`config.mk`:
```
export PLATFORM = sky130hd
export DESIGN_NAME = int_stim_gen
export DESIGN_NICKNAME = d
export VERILOG_FILES = /design/src/rtl/int_stim_gen.sv
export SDC_FILE = /design/constraint.sdc
export NUM_CORES = 1
export LEC_CHECK = 0
export ABC_AREA = 1
export BUFFER_PORTS_ARGS = -buffer_cell sky130_fd_sc_hd__buf_2
export CAP_MARGIN = 0
export CORE_ASPECT_RATIO = 0.8
export CORE_UTILIZATION = 23
export DETAILED_ROUTE_END_ITERATION = 16
export PLACE_DENSITY_LB_ADDON = 0.15
export SYNTH_ARGS = -nofsm -noshare
export SYNTH_HDL_FRONTEND = slang
export SYNTH_SLANG_ARGS = --single-unit
export TNS_END_PERCENT = 10
```
`constraint.sdc`:
```
create_clock -name clk_ph1 -period 5.6 [get_ports clk_ph1]
set_clock_uncertainty 0.2 [all_clocks]
set_input_delay 0.84 -clock clk_ph1 [delete_from_list [all_inputs] [get_ports clk_ph1]]
set_output_delay 0.84 -clock clk_ph1 [all_outputs]
set_load 0.05 [all_outputs]
```
`src/rtl/int_stim_gen.sv`:
```
// Multi-channel interrupt stimulus generator. A free-running cycle counter
// drives per-channel FSMs that produce active-low interrupt pulses in
// one-shot, periodic or level-until-acknowledged modes.
module int_stim_gen #(
  parameter int unsigned NUM_CH = 2,
  parameter int unsigned CNT_W  = 16,
  parameter int unsigned CH_W   = 1
) (
  input  logic                  clk_ph1,
  input  logic                  rst,
  input  logic                  run,
  input  logic                  cfg_we,
  input  logic [CH_W-1:0]       cfg_ch,
  input  logic [1:0]            cfg_sel,
  input  logic [CNT_W-1:0]      cfg_data,
  input  logic [NUM_CH-1:0]     ack,
  output logic [CNT_W-1:0]      cycle_count,
  output logic [NUM_CH-1:0]     int_n,
  output logic [8*NUM_CH-1:0]   fire_count
);

  localparam logic [1:0] ModeOff      = 2'd0;
  localparam logic [1:0] ModePeriodic = 2'd2;
  localparam logic [1:0] ModeLevel    = 2'd3;

  localparam logic [1:0] SelStart  = 2'd0;
  localparam logic [1:0] SelLen    = 2'd1;
  localparam logic [1:0] SelPeriod = 2'd2;
  localparam logic [1:0] SelMode   = 2'd3;

  localparam logic [CNT_W-1:0] CntOne = CNT_W'(1);

  typedef enum logic [2:0] {
    StOff,
    StArmed,
    StAsserted,
    StGap,
    StDone
  } ch_state_e;

  logic [CNT_W-1:0] cnt_q, cnt_d;

  // Cycle counter advances only while run is high; wraps naturally.
  always_comb begin
    cnt_d = cnt_q;
    if (run) begin
      cnt_d = cnt_q + CntOne;
    end
  end

  // Cycle counter register.
  always_ff @(posedge clk_ph1 or posedge rst) begin
    if (rst) begin
      cnt_q <= '0;
    end else begin
      cnt_q <= cnt_d;
    end
  end

  assign cycle_count = cnt_q;

  for (genvar k = 0; k < NUM_CH; k++) begin : g_ch
    logic [CNT_W-1:0] start_q, start_d;
    logic [CNT_W-1:0] len_q, len_d;
    logic [CNT_W-1:0] period_q, period_d;
    logic [CNT_W-1:0] ph_q, ph_d;
    logic [1:0]       mode_q, mode_d;
    ch_state_e        state_q, state_d;
    logic             int_n_q, int_n_d;
    logic [7:0]       fire_q, fire_d;

    logic             wr;
    logic [CNT_W-1:0] len_eff;
    logic [CNT_W-1:0] len_last;
    logic [CNT_W-1:0] gap_last;
    logic             has_gap;
    logic [7:0]       fire_inc;

    // Writes to channel indices beyond NUM_CH never match any channel.
    assign wr       = cfg_we && (cfg_ch == CH_W'(k));
    assign len_eff  = (len_q == '0) ? CntOne : len_q;
    assign len_last = len_eff - CntOne;
    assign has_gap  = (period_q > len_eff);
    assign gap_last = period_q - len_eff - CntOne;
    assign fire_inc = (fire_q == 8'hFF) ? fire_q : fire_q + 8'd1;

    // Config decode and channel FSM next-state; a MODE write overrides any transition.
    always_comb begin
      start_d  = start_q;
      len_d    = len_q;
      period_d = period_q;
      mode_d   = mode_q;
      state_d  = state_q;
      ph_d     = ph_q;
      int_n_d  = int_n_q;
      fire_d   = fire_q;

      if (wr) begin
        unique case (cfg_sel)
          SelStart:  start_d  = cfg_data;
          SelLen:    len_d    = cfg_data;
          SelPeriod: period_d = cfg_data;
          SelMode:   mode_d   = cfg_data[1:0];
        endcase
      end

      if (wr && (cfg_sel == SelMode)) begin
        ph_d    = '0;
        int_n_d = 1'b1;
        state_d = (cfg_data[1:0] == ModeOff) ? StOff : StArmed;
      end else begin
        case (state_q)
          StArmed: begin
            if (run && (cnt_q == start_q)) begin
              state_d = StAsserted;
              int_n_d = 1'b0;
              ph_d    = '0;
              fire_d  = fire_inc;
            end
          end
          StAsserted: begin
            if (mode_q == ModeLevel) begin
              // Acknowledge is honoured even while frozen.
              if (ack[k]) begin
                state_d = StDone;
                int_n_d = 1'b1;
              end
            end else if (run) begin
              // >= keeps a shortened LEN from stretching the pulse to a wrap.
              if (ph_q >= len_last) begin
                if (mode_q == ModePeriodic) begin
                  if (has_gap) begin
                    state_d = StGap;
                    int_n_d = 1'b1;
                    ph_d    = '0;
                  end
                end else begin
                  state_d = StDone;
                  int_n_d = 1'b1;
                end
              end else begin
                ph_d = ph_q + CntOne;
              end
            end
          end
          StGap: begin
            if (run) begin
              if (ph_q >= gap_last) begin
                state_d = StAsserted;
                int_n_d = 1'b0;
                ph_d    = '0;
                fire_d  = fire_inc;
              end else begin
                ph_d = ph_q + CntOne;
              end
            end
          end
          default: ;
        endcase
      end
    end

    // Channel configuration and state registers.
    always_ff @(posedge clk_ph1 or posedge rst) begin
      if (rst) begin
        start_q  <= '0;
        len_q    <= '0;
        period_q <= '0;
        mode_q   <= ModeOff;
        state_q  <= StOff;
        ph_q     <= '0;
        int_n_q  <= 1'b1;
        fire_q   <= '0;
      end else begin
        start_q  <= start_d;
        len_q    <= len_d;
        period_q <= period_d;
        mode_q   <= mode_d;
        state_q  <= state_d;
        ph_q     <= ph_d;
        int_n_q  <= int_n_d;
        fire_q   <= fire_d;
      end
    end

    assign int_n[k]            = int_n_q;
    assign fire_count[8*k +: 8] = fire_q;
  end

endmodule

```
After elaboration in Yosys (flattened, before gate mapping)
Cells that the tools add are included.

word-level totals
  flip-flop bits (word level) = 172
  bits of input ports = 25
  output and inout bits = 34

operators by class
  add/subtract/negate cells = 11
  magnitude comparators = 6
  equality and inequality tests = 45
  muxes and demuxes = 77
  bitwise logic cells = 3
  reductions and logical operators = 28

operators by type and width
  cell                                                 count
  two-way mux 16 bit                                   20
  case mux 16 bit (3 select lines)                     2
  >= comparator 16 bit                                 4
  two-way mux 8 bit                                    8
  subtractor 16 x 1 -> 16 bit (second input constant)  4
  two-way mux 3 bit                                    20
  adder 16 x 1 -> 16 bit (second input constant)       3
  inequality test 4 bit (second input constant)        10
  == test 16 bit                                       2
  greater-than comparator 16 bit                       2
  logical NOT 16 bit                                   2
  case mux 8 bit (2 select lines)                      2
  subtractor 16 bit                                    2
  inequality test 3 bit (second input constant)        10
  two-way mux 1 bit                                    21
  case mux 3 bit (3 select lines)                      2
  adder 8 x 1 -> 8 bit (second input constant)         2
  == test 8 bit (second input constant)                2
  AND reduction 2 bit                                  8
  AND reduction 8 bit                                  2
  AND reduction 7 bit                                  2
  == test 2 bit (second input constant)                6
  == test 3 x 2 -> 1 bit (second input constant)       4
  inequality test 2 bit (second input constant)        6
  other kinds (10)                                     24

Longest topological paths before layout
  depth after elaboration = 10
  depth in mapped cells = 28
  mapped depth without buffers = 28

Worst setup path before layout
Ideal clock, no wire load.

  kind = reg-to-reg
  from = register g_ch[0].len_q[11]
  to = register g_ch[0].ph_q[9]
  library setup time = 0.065 ns
  arrival time = 3.597 ns
  data required time = 5.335 ns
  setup slack = 1.738 ns
  stages on the path, launching flop included = 28
  cells stage by stage = dfrtp_1 -> nor2_1 -> nand2_1 -> nor4_1 -> nand3_1 -> nand2_1 -> inv_1 -> ha_1 -> inv_1 -> fa_1 -> o21a_1 -> o21ai_0 -> a21oi_1 -> o21bai_1 -> xor2_1 -> ha_1 -> nand2_1 -> inv_1 -> nand3_1 -> nand4_1 -> nor2_1 -> nand3_1 -> nand2_1 -> nand2_1 -> buf_2 -> nor2_1 -> nand3_1 -> nand2_1

between the ends
  cells in the longest elaborated chain, start to end = 9

RTL lines
  item                                                                        line      RTL
  from (decl)                                                                 64        logic [CNT_W-1:0] len_q, len_d;
  from (signal assigned)                                                      176       len_q <= len_d;
  logical NOT 16 bit                                                          81        assign len_eff = (len_q == '0) ? CntOne : len_q;
  two-way mux 16 bit *                                                        81
  subtractor 16 bit / subtractor 16 x 1 -> 16 bit (equally long branches)     84, 82
  subtractor 16 x 1 -> 16 bit / >= comparator 16 bit (equally long branches)  84, 130
  >= comparator 16 bit / two-way mux 16 bit (equally long branches)           148, 130
  two-way mux 16 bit, on equally long branches                                148, 128
  two-way mux 16 bit, on equally long branches                                147, 122
  case mux 16 bit (3 select lines)                                            112       case (state_q)
  two-way mux 16 bit                                                          107       if (wr && (cfg_sel == SelMode)) begin
  to (signal assigned)                                                        180       ph_q <= ph_d;
  to (decl)                                                                   66        logic [CNT_W-1:0] ph_q, ph_d;

Every way passes the cells marked *; elsewhere a longest branch is shown, timed or not. The select of a mux whose other input is x is not followed.
A chain may end at the register's enable or synchronous reset.

Worst setup path in the final report
  from = register g_ch[1].len_q[8]
  to = register g_ch[1].ph_q[3]

between the ends
  cells in the longest elaborated chain, start to end = 9

RTL lines
  item                                                                        line
  from (decl)                                                                 64
  from (signal assigned)                                                      176
  logical NOT 16 bit                                                          81
  two-way mux 16 bit *                                                        81
  subtractor 16 bit / subtractor 16 x 1 -> 16 bit (equally long branches)     84, 82
  subtractor 16 x 1 -> 16 bit / >= comparator 16 bit (equally long branches)  84, 130
  >= comparator 16 bit / two-way mux 16 bit (equally long branches)           148, 130
  two-way mux 16 bit, on equally long branches                                148, 128
  two-way mux 16 bit, on equally long branches                                147, 122
  case mux 16 bit (3 select lines)                                            112
  two-way mux 16 bit                                                          107
  to (signal assigned)                                                        180
  to (decl)                                                                   66

Marks and branches as above.

==> results.md <==
STA:
- Setup repair after global routing left no endpoint under its margin.
- The max-slew violation count is 0.
- The fmax is 202 MHz.
- The slew at the pin closest to its max-slew limit is 1.01 ns.
- The relative slew slack is 32.8%.
- Setup violations remaining at the end of the flow were counted as 0.
- The final hold violation count was 0.
- The routed design could run at a clock period as short as 4.95 ns.
- The setup TNS is 0 ns.
- The final critical path takes up 88.4% of the cycle.

Yosys:
- Synthesis produced 1703 cells.
- For this run, the leading register cell type out of synthesis is dfrtp_1.
- The Yosys step of the flow raised 0 warnings.
- The count of flip-flops with a built-in enable after synthesis is 0.
- Summing every instance area after synthesis gives 12400 um^2.
- Counting flops and latches in the post-synthesis netlist gives 172.
- The total nets after synthesis is 1835.
- The post-synthesis async set-or-reset flop share is 100%.
- The number of unique standard cell types used by synthesis is 47.
- The post-synthesis average cell area is 7.26 um^2.
- The sequential cell area fraction in the yosys report is 34.8%.

Placed design:
- Detailed placement ended at an HPWL of 28100 um.
- Port buffering added 58 buffers.
- The final weighted congestion in routability-driven placement is 0.850.
- The instance area at placement is 13400 um^2.

Layout:
- The final-stage net count is 1880.
- The core occupancy in the finished layout is 26.5%.
- After routing the design area is 14000 um^2.
- The count of inserted antenna diode cells is 0.
- The layout overhead on the synthesized area is 13.0%.
- The post-route netlist has 8.01% of its cells at a drive strength greater than 1.

CTS:
- The TritonCTS clock tree is built.
- The H-tree depth is 4.
- The latest clock arrival within the worst-skew pair is 0.46 ns.
- The clock tree root driver cell is clkbuf_16.
- No sink is reached through more buffers than the 2 on the longest clock path.
- The number of buffers created by CTS is 17.
- The clock edge transition at the registers on the reported setup and hold paths is 0.08 ns.
- The clock net in this run drives a total of 172 sinks.

Pwr:
- The total net switching power is 2630 uW.
- The proportion of power drawn by flip-flops and latches is 31.6%.
- The internal power of the cells totals 2910 uW.
- The largest vdd supply drop is 0.339 mV.
- The power per cell area is 397 nW/um^2.
- The part of the power in combinational logic is 46.3%.
- The clock network fraction of total power is 22.1%.
- The analysis attributes to cell leakage a power of 0.00714 uW.
- Of the total power, the share spent switching nets is 47.5%.

Detailed routing:
- After detailed routing, the total wire length is 36600 um.
- The count of nets left with antenna violations once routing finished came out at 0.
- The DRC marker count from the first detailed-route iteration is 707.
- Dividing the detail-routed via count by the number of cells gives 4.36.
- The routed layout has 10700 vias.
- Dividing the detail-routed wire length by the instance count gives 14.9 um.
- The first-pass iteration count of the detailed router is 7.
- After detailed routing, the number of remaining DRC violations is 0.

Setup path:
- Data arrives at the worst endpoint at 5.14 ns.
- The worst setup path is captured at a flop.
- STA classifies the critical path startpoint as a flop.
- The critical path required time is 5.79 ns.
- The maximum net fanout on the critical path is 10.
- The worst setup path category is flop to flop.

Floorplanning:
- Measured along the x axis, the die boundary spans 261 um.
- Once the floorplan was initialized, standard cells occupied 23.4% of the core.
- The floorplan step defined a core boundary enclosing 52700 um^2.
- The count of standard-cell rows is 75.
- The y dimension of the die is 209 um.
- The die covers 54700 um^2.
- In this run the count of I/O pins placed on the die edge is 59.

GRT:
- The global-route usage over all layers is 13.9%.
- The number of global-route vias before repair was 10100.
- The final global-route overflow total is 0.
- The initial antenna violation count is 3.
- Entering global routing, the biggest net connects 110 pins.
- The global-route wire length before repair is 58600 um.

Status:
- The flow ran to the end, and the final reports show no timing, DRC or antenna violations.

Min path:
- The path category of the worst min-delay check is flop to flop.

Run:
- The max-capacitance violation count is 0.
-- routing by layer --
metal  part of all wire, %  global-route usage, %  up-vias
met4                  0.82                   2.99        2
li1                      -                      -     5581
met1                    55                   21.6     4971
met3                   2.9                   2.21       20
met2                    41                   19.7      125
met5                 0.046                      0        -
-- registers in the layout (all words and copies together) (netlist names) --
name,cells
cycle_count,16
g_ch.state_q,6
g_ch.mode_q,4
g_ch.period_q,32
g_ch.start_q,32
g_ch.len_q,32
g_ch.int_n_q,2
g_ch.fire_q,16
g_ch.ph_q,32
-- kinds of logic after synthesis --
| kind of cell | synth area share [%] |
|---|---|
| simple gates | 29.3 |
| fa+ha+maj | 11.0 |
| buf+inv | 7.82 |
| compound gates | 9.91 |
| flops | 34.8 |
| xor+xnor | 7.16 |
-- power by group through the flow --
stage               logic [uW]  clock network [uW]  registers (uW)
floorplan                 1850                   0            1860
global placement          2570                   0            1770
detailed placement        2580                   0            1780
CTS                       2590                1280            1750
global route              2930                1320            1790
finish                    2570                1220            1750
-- worst max-delay path, cell delays in order, from the launching register on --
cell,delay (ns)
dfrtp_1,0.49
nor2_1,0.10
nand2_1,0.08
nor3_1,0.06
nand4_1,0.13
nand2_1,0.13
inv_1,0.14
ha_1,0.19
inv_1,0.06
fa_1,0.39
o21ai_0,0.46
nand3_1,0.14
nand2_1,0.16
nand3_1,0.08
nand2_1,0.08
xor2_1,0.27
ha_1,0.30
nand4_1,0.12
a21oi_1,0.06
nor2_1,0.44
nand3_1,0.13
nand2_1,0.12
nand2_1,0.23
nor2_1,0.17
nand2_1,0.07
nand2_1,0.08
-- through the flow --
stage / total power [uW] / cells / hold slack, ns / setup WS [ns]
after CTS: 5620 / 2454 / 0.270 / 0.658
final: 5550 / 2454 / 0.270 / 0.652
after floorplan: 3710 / 1703 / 0.242 / 1.74
after detailed placement: 4360 / 2422 / 0.259 / 0.708
after global routing: 6040 / 2454 / 0.299 / 0.117
after global placement: 4340 / 2422 / 0.260 / 0.697
-- what timing repair did --
item,CTS,global route
buffers inserted,0,0
gates resized for setup,0,1
hold buffers,0,0
endpoints found under the setup margin,0,3
-- placed cells by master (no fill, tap or decap), drive strengths merged, types with 3 or more instances in the layout --
cell type,count
o21ai,128
nor4,5
nand4,35
clkinv,7
o21a,3
clkbuf,17
xnor2,31
a21oi,71
xor2,70
nand3b,4
inv,215
nand2,537
nor2,149
nor3,22
dfrtp,170
nand3,97
a21o,6
o21bai,7
buf,60
a31oi,6
ha,105
-- final timing paths --
kind / startpoint / end / slack, ns / cells past startpoint
max: g_ch[1].len_q[8] / g_ch[1].ph_q[3] / 0.65 / 25
min: g_ch[1].int_n_q / g_ch[1].int_n_q / 0.27 / 2
max reg2reg: g_ch[1].len_q[8] / g_ch[1].ph_q[3] / 0.65 / 25
min reg2reg: g_ch[1].int_n_q / g_ch[1].int_n_q / 0.27 / 2
max in group asynchronous: rst / g_ch[0].ph_q[1] / 4.09 / 3
min in group asynchronous: rst / g_ch[0].start_q[13] / 0.34 / 3
-- Yosys cell counts, types with 2 or more instances --
cell type / n / area (um^2)
o21bai_1: 7 / 52.6
nand4_1: 35 / 219
inv_2: 11 / 41.3
clkbuf_2: 2 / 10.0
nand2_4: 2 / 22.5
inv_1: 197 / 739
a21o_1: 6 / 45.0
a31oi_1: 6 / 37.5
clkbuf_1: 20 / 75.1
ha_1: 105 / 1310
a21oi_2: 2 / 17.5
nand3b_1: 4 / 30.0
buf_4: 5 / 37.5
nor2_2: 8 / 50.1
buf_6: 4 / 45.0
o21ai_0: 126 / 631
nor2_4: 4 / 45.0
fa_1: 2 / 40.0
nand3_4: 2 / 35.0
xor2_1: 70 / 613
nor4_1: 5 / 31.3
nand2_1: 529 / 1990
a21oi_1: 68 / 340
buf_2: 3 / 15.0
nor3_2: 2 / 20.0
nor2_1: 136 / 510
o31ai_1: 2 / 15.0
nand3_2: 3 / 30.0
nor3_1: 20 / 100
dfrtp_1: 170 / 4250
xnor2_1: 31 / 272
o211ai_1: 2 / 15.0
dfstp_2: 2 / 52.6
nand3_1: 92 / 460
o21a_1: 3 / 22.5
nand2_2: 6 / 37.5
-- layout make-up --
| type | instances | area [um^2] |
|---|---|---|
| well taps | 693 | 867 |
| repair buffers | 60 | 318 |
| clock inverters | 15 | 168 |
| inverters | 209 | 788 |
| multi-input cells | 1288 | 7090 |
| clock buffers | 17 | 425 |
| fillers | 5853 | 38800 |
| flip-flops and latches | 172 | 4310 |
No activity file was read; power rests on OpenSTA's default activity.
